## src/rtl/iter_muldiv.sv

```systemverilog
// Iterative RV32M multiply/divide: radix-2 shift-add or restoring division over XLEN cycles plus one fix-up cycle.
// Fixed latency XLEN+1 edges from start to done; start is ignored while busy (no queueing).
module iter_muldiv #(
  parameter int XLEN = 32
) (
  input  logic            clk,
  input  logic            reset,
  input  logic            start,
  input  logic [2:0]      op,
  input  logic [XLEN-1:0] a,
  input  logic [XLEN-1:0] b,
  output logic            busy,
  output logic            done,
  output logic [XLEN-1:0] result
);
  localparam int CW = $clog2(XLEN);

  typedef enum logic [1:0] {IDLE, CALC, FIX} state_t;
  state_t state, state_nxt;

  logic [CW-1:0]     cnt;
  logic [2:0]        op_q;
  logic [XLEN-1:0]   a_q, b_q, ma, mb;
  logic              sa, sb;
  logic [2*XLEN-1:0] p;

  // Operand signedness and magnitudes at issue time
  logic            a_sgn_in, b_sgn_in, a_neg_in, b_neg_in;
  logic [XLEN-1:0] ma_in, mb_in;
  assign a_sgn_in = (op == 3'b001) || (op == 3'b010) || (op == 3'b100) || (op == 3'b110);
  assign b_sgn_in = (op == 3'b001) || (op == 3'b100) || (op == 3'b110);
  assign a_neg_in = a_sgn_in & a[XLEN-1];
  assign b_neg_in = b_sgn_in & b[XLEN-1];
  assign ma_in    = a_neg_in ? -a : a;
  assign mb_in    = b_neg_in ? -b : b;

  // One iteration step. For divide, p holds {remainder, dividend/quotient}.
  logic [XLEN:0]     mul_sum;
  logic [XLEN:0]     div_sh;
  logic              div_ge;
  logic [XLEN-1:0]   div_sub;
  logic [2*XLEN-1:0] p_step;
  assign mul_sum = {1'b0, p[2*XLEN-1:XLEN]} + (p[0] ? {1'b0, ma} : {(XLEN+1){1'b0}});
  assign div_sh  = p[2*XLEN-1:XLEN-1];
  assign div_ge  = div_sh >= {1'b0, mb};
  assign div_sub = div_sh[XLEN-1:0] - mb;
  assign p_step  = op_q[2] ? (div_ge ? {div_sub, p[XLEN-2:0], 1'b1} : {p[2*XLEN-2:0], 1'b0})
                           : {mul_sum, p[XLEN-1:1]};

  // Sign correction and divide-by-zero override
  logic [2*XLEN-1:0] prod;
  logic [XLEN-1:0]   quo_s, rem_s, fix_res;
  assign prod  = (sa ^ sb) ? -p : p;
  assign quo_s = (sa ^ sb) ? -p[XLEN-1:0] : p[XLEN-1:0];
  assign rem_s = sa ? -p[2*XLEN-1:XLEN] : p[2*XLEN-1:XLEN];

  always_comb begin
    fix_res = '0;
    case (op_q)
      3'b000:                 fix_res = prod[XLEN-1:0];
      3'b001, 3'b010, 3'b011: fix_res = prod[2*XLEN-1:XLEN];
      3'b100, 3'b101:         fix_res = (b_q == '0) ? '1 : quo_s;
      default:                fix_res = (b_q == '0) ? a_q : rem_s;
    endcase
  end

  always_ff @(posedge clk or posedge reset) begin
    if (reset) state <= IDLE;
    else       state <= state_nxt;
  end

  always_comb begin
    state_nxt = state;
    case (state)
      IDLE:    if (start) state_nxt = CALC;
      CALC:    if (cnt == CW'(XLEN-1)) state_nxt = FIX;
      FIX:     state_nxt = IDLE;
      default: state_nxt = IDLE;
    endcase
  end

  assign busy = (state != IDLE);

  always_ff @(posedge clk or posedge reset) begin
    if (reset) begin
      cnt    <= '0;
      op_q   <= '0;
      a_q    <= '0;
      b_q    <= '0;
      ma     <= '0;
      mb     <= '0;
      sa     <= 1'b0;
      sb     <= 1'b0;
      p      <= '0;
      done   <= 1'b0;
      result <= '0;
    end else begin
      done <= 1'b0;
      case (state)
        IDLE: if (start) begin
          op_q <= op;
          a_q  <= a;
          b_q  <= b;
          ma   <= ma_in;
          mb   <= mb_in;
          sa   <= a_neg_in;
          sb   <= b_neg_in;
          cnt  <= '0;
          // Multiply shifts the multiplier out of the low half; divide shifts the dividend in.
          p    <= {{XLEN{1'b0}}, op[2] ? ma_in : mb_in};
        end
        CALC: begin
          p   <= p_step;
          cnt <= cnt + 1'b1;
        end
        FIX: begin
          result <= fix_res;
          done   <= 1'b1;
        end
        default: ;
      endcase
    end
  end
endmodule

```

## config.mk

```make
export PLATFORM = sky130hd
export DESIGN_NAME = iter_muldiv
export DESIGN_NICKNAME = d
export VERILOG_FILES = /design/src/rtl/iter_muldiv.sv
export SDC_FILE = /design/constraint.sdc
export NUM_CORES = 1
export LEC_CHECK = 0
export CAP_MARGIN = 20
export CELL_PAD_IN_SITES_DETAIL_PLACEMENT = 2
export CELL_PAD_IN_SITES_GLOBAL_PLACEMENT = 2
export CORE_MARGIN = 2
export CORE_UTILIZATION = 39
export CTS_CLUSTER_SIZE = 10
export DETAILED_ROUTE_END_ITERATION = 6
export GPL_TIMING_DRIVEN = 0
export PLACE_DENSITY_LB_ADDON = 0.1
export SYNTH_ARGS = -nofsm -noshare
export SYNTH_HDL_FRONTEND = slang
export SYNTH_SLANG_ARGS = --single-unit
```

## constraint.sdc

```tcl
create_clock -name clk -period 17.7 [get_ports clk]
set_clock_uncertainty 0.05 [all_clocks]
set_input_delay 1.77 -clock clk [delete_from_list [all_inputs] [get_ports clk]]
set_output_delay 1.77 -clock clk [all_outputs]
set_load 0.05 [all_outputs]
```

==> key figures <==
Power
  • Peak VDD IR: 103 uV
  • Sw Ratio: 55.1%
  • Clock Power Share: 12.4%
  • Power density cells: 235 nW/um^2
  • Seq pwr share: 21.1%
  • Sw power: 2.70 mW
  • Internal: 2.20 mW
  • Gate power share: 66.5%
  • Lkg Pwr: ~8.7 nW

Timing
  • Setup violators final: 0
  • Fmax: 190 MHz
  • Max Slew Vio Count: 0
  • Tmin final: approximately 5.3 ns
  • Worst-margin pin slew: approximately 1.2 ns
  • RSZ-0062 raised after global routing: false
  • Setup TNS: 0 ns
  • Final hold violations: 0
  • Slew headroom: 18.5%
  • Fin crit share: 29.8%

Die
  • Die area: between 40,000 and 50,000 um^2
  • Starting Density: 39.7%
  • Die X: ~220 um
  • Row cnt: 78
  • Die Y: 219 um
  • Placeable Area: 45,600 um^2
  • Ports: 104

Clocking
  • # Post-CTS Setup Buffers: 0
  • Number of H-tree levels: 1
  • Clock transition at path regs: around 0.070 ns
  • Worst-Skew Late Latency: around 0.62 ns
  • Resized Gates After CTS: 0
  • Post-CTS Hold Buffers: 0
  • Root Buffer: clkbuf_16
  • Clk sinks: 235
  • CTS tree: done
  • CTS Buf Count: 30
  • Clk buf depth: 3

Global route
  • First-pass GRT wire length: around 140 mm
  • Number of global-route vias before repair: 20,580
  • Initial antenna violation count: 6
  • Gr usage total: 39.1%
  • Largest net degree at the start of global routing: 125
  • Gr ovfl total: 0

Synth
  • Ranking of synthesized cells by area: dfrtp_1 (33%), nand2_1 (8.0%), o21ai_0 (5.8%)
  • Yosys top cell by area: dfrtp_1
  • Register area share after synthesis: about 33%
  • Synth top area share: between 30% and 40%
  • Seq cells post-synth: about 240
  • Synth Instances: 2,320
  • Synth cell types: 85
  • Cell area after synthesis: 18,100 um^2
  • Top-count cell post-synth: nand2_1
  • Mapped Nets: ~2,500
  • Fraction of registers with async set/reset: 100%
  • Most common flop cell mapped by yosys: dfrtp_1
  • Synth cell count leaders: nand2_1 (387), dfrtp_1 (235), o21ai_0 (210)
  • Number of synthesized flops with an enable pin: 0
  • Synthesis Warnings: 0
  • Synth Area per Inst: 7.80 um^2

Routing
  • First drt pass iteration count: 6
  • Initial DRC Count: roughly 1,800
  • Number of remaining DRC errors: 0
  • Via Count: 19,506
  • ANT nets after route: 0
  • Drt wl/cell: 30.6 um
  • Vias per std cell: 6.35
  • Total Wirelength: 93.9 mm

Setup path
  • Most used cell, CP: clkbuf_1
  • CP top delay family: buffers and inverters
  • Startpoint types: flip-flop
  • Worst setup EP type: flip-flop
  • Cell Chain, Critical Path: ha_1 -> clkbuf_1 -> a21oi_1 -> o21ai_0 -> a21oi_1 -> o221ai_1 -> nor2b_1 -> o31a_1 -> clkbuf_1 -> buf_1 -> clkbuf_1 -> mux2i_1 -> o21ai_0
  • CP max FO: 10
  • WP buf/inv: 4
  • Critical path's largest stage delay: 0.76 ns
  • WS Path Type: flip-flop to flip-flop
  • CP required: 18.18 ns
  • Worst path arrival time: 5.75 ns
  • Crit path max-delay cell type: buf_1

Cells and area
  • Antenna Cells: 0
  • Nets: about 2,600
  • Final Util: 45.7%
  • Synth-to-Final Area Change: 15.2%
  • Layout cells sized above 1: 3.23%

Run
  • Number of max-cap violations: 0

Placed design
  • I/O Buffers: 103
  • HPWL Detailed: about 73 mm
  • Final Wtd Congestion: roughly 1.0

Hold path
  • Hold Path Class: flip-flop to flip-flop

Run status
  • Status: finished, final reports clean
==> layer usage <==
layer,wire [um],track usage [%]
met1,39800,52.3
met3,7700,7.50
met4,5230,19.2
met5,27,0
met2,41200,60.4
==> flip-flops by register name, indices dropped and copies added, names as in the netlist <==
name	flops
sa	1
sb	1
cnt	5
ma	31
a_q	32
mb	31
p	64
op_q	3
b_q	32
result	32
done	1
state	2
==> metrics by stage <==
step,setup WS [ns],power [mW],hold WS [ns],area (um^2),instances
2_1_floorplan,9.43,2.97,0.387,18100,2320
3_5_place_dp,12.17,4.13,0.418,19900,3025
3_3_place_gp,5.90,4.00,0.409,19900,3023
4_1_cts,12.61,4.78,0.432,20800,3073
6_report,12.43,4.89,0.426,20800,3074
5_1_grt,12.23,5.15,0.453,20800,3074
==> layout by cell type (no fill, tap or decap), types with 24 or more instances in the layout <==
cell type        instances
nor3_1                  54
inv_1                   65
nand4_1                 24
nor4_1                  24
a21oi_1                191
dfrtp_1                235
nand2b_1                24
xnor2_1                103
xor2_1                  86
clkdlybuf4s50_1        103
a211oi_1                63
nand2_1                387
ha_1                    70
nand3_1                 31
and2_1                  42
mux2i_1                 65
nor2_1                 164
o21ai_0                210
a31oi_1                 25
clkbuf_16               30
clkbuf_1               157
==> path summary, 6_finish.rpt <==
| path | slack, ns | cells after the start | end | start |
|---|---|---|---|---|
| max | 12.43 | 13 | p[0] | p[45] |
| min | 0.43 | 2 | b_q[25] | b_q[25] |
| max reg2reg | 12.43 | 13 | p[0] | p[45] |
| min reg2reg | 0.43 | 2 | b_q[25] | b_q[25] |
| max in group asynchronous | 14.62 | 3 | result[3] | reset |
| min in group asynchronous | 1.70 | 2 | b_q[15] | reset |
==> tightest hold or removal path, stage by stage (launching register included) <==
cell	delay [ns]
dfrtp_1	0.34
nand2_1	0.05
nand2_1	0.05
==> power groups by stage <==
stage / registers, mW / logic, mW / clock network (mW)
after global routing: 1.05 / 3.47 / 0.629
after global placement: 1.01 / 2.99 / 0
after floorplan: 0.928 / 2.04 / 0
after CTS: 1.02 / 3.16 / 0.608
final: 1.03 / 3.25 / 0.606
after detailed placement: 1.02 / 3.11 / 0
==> cell families after synthesis <==
| logic type | synth area share [%] |
|---|---|
| AOI/OAI and AO/OA | 22.5 |
| xor gates and xnor gates | 9.15 |
| adders and majority gates | 5.06 |
| buffers and inverters | 5.06 |
| DFF | 32.5 |
| muxes | 3.72 |
| and+or+nand+nor | 22.0 |
==> area by class of cell <==
type,instances,area [um^2]
Clock inverter,5,66.3
Sequential cell,235,5880
Clock buffer,43,850
Tap cell,600,751
Inverter,67,259
Timing Repair Buffer,106,1080
Multi-Input combinational cell,1847,11300
Buffer,171,663
Fill cell,5245,24700
Power figures use the tool's default switching activity.
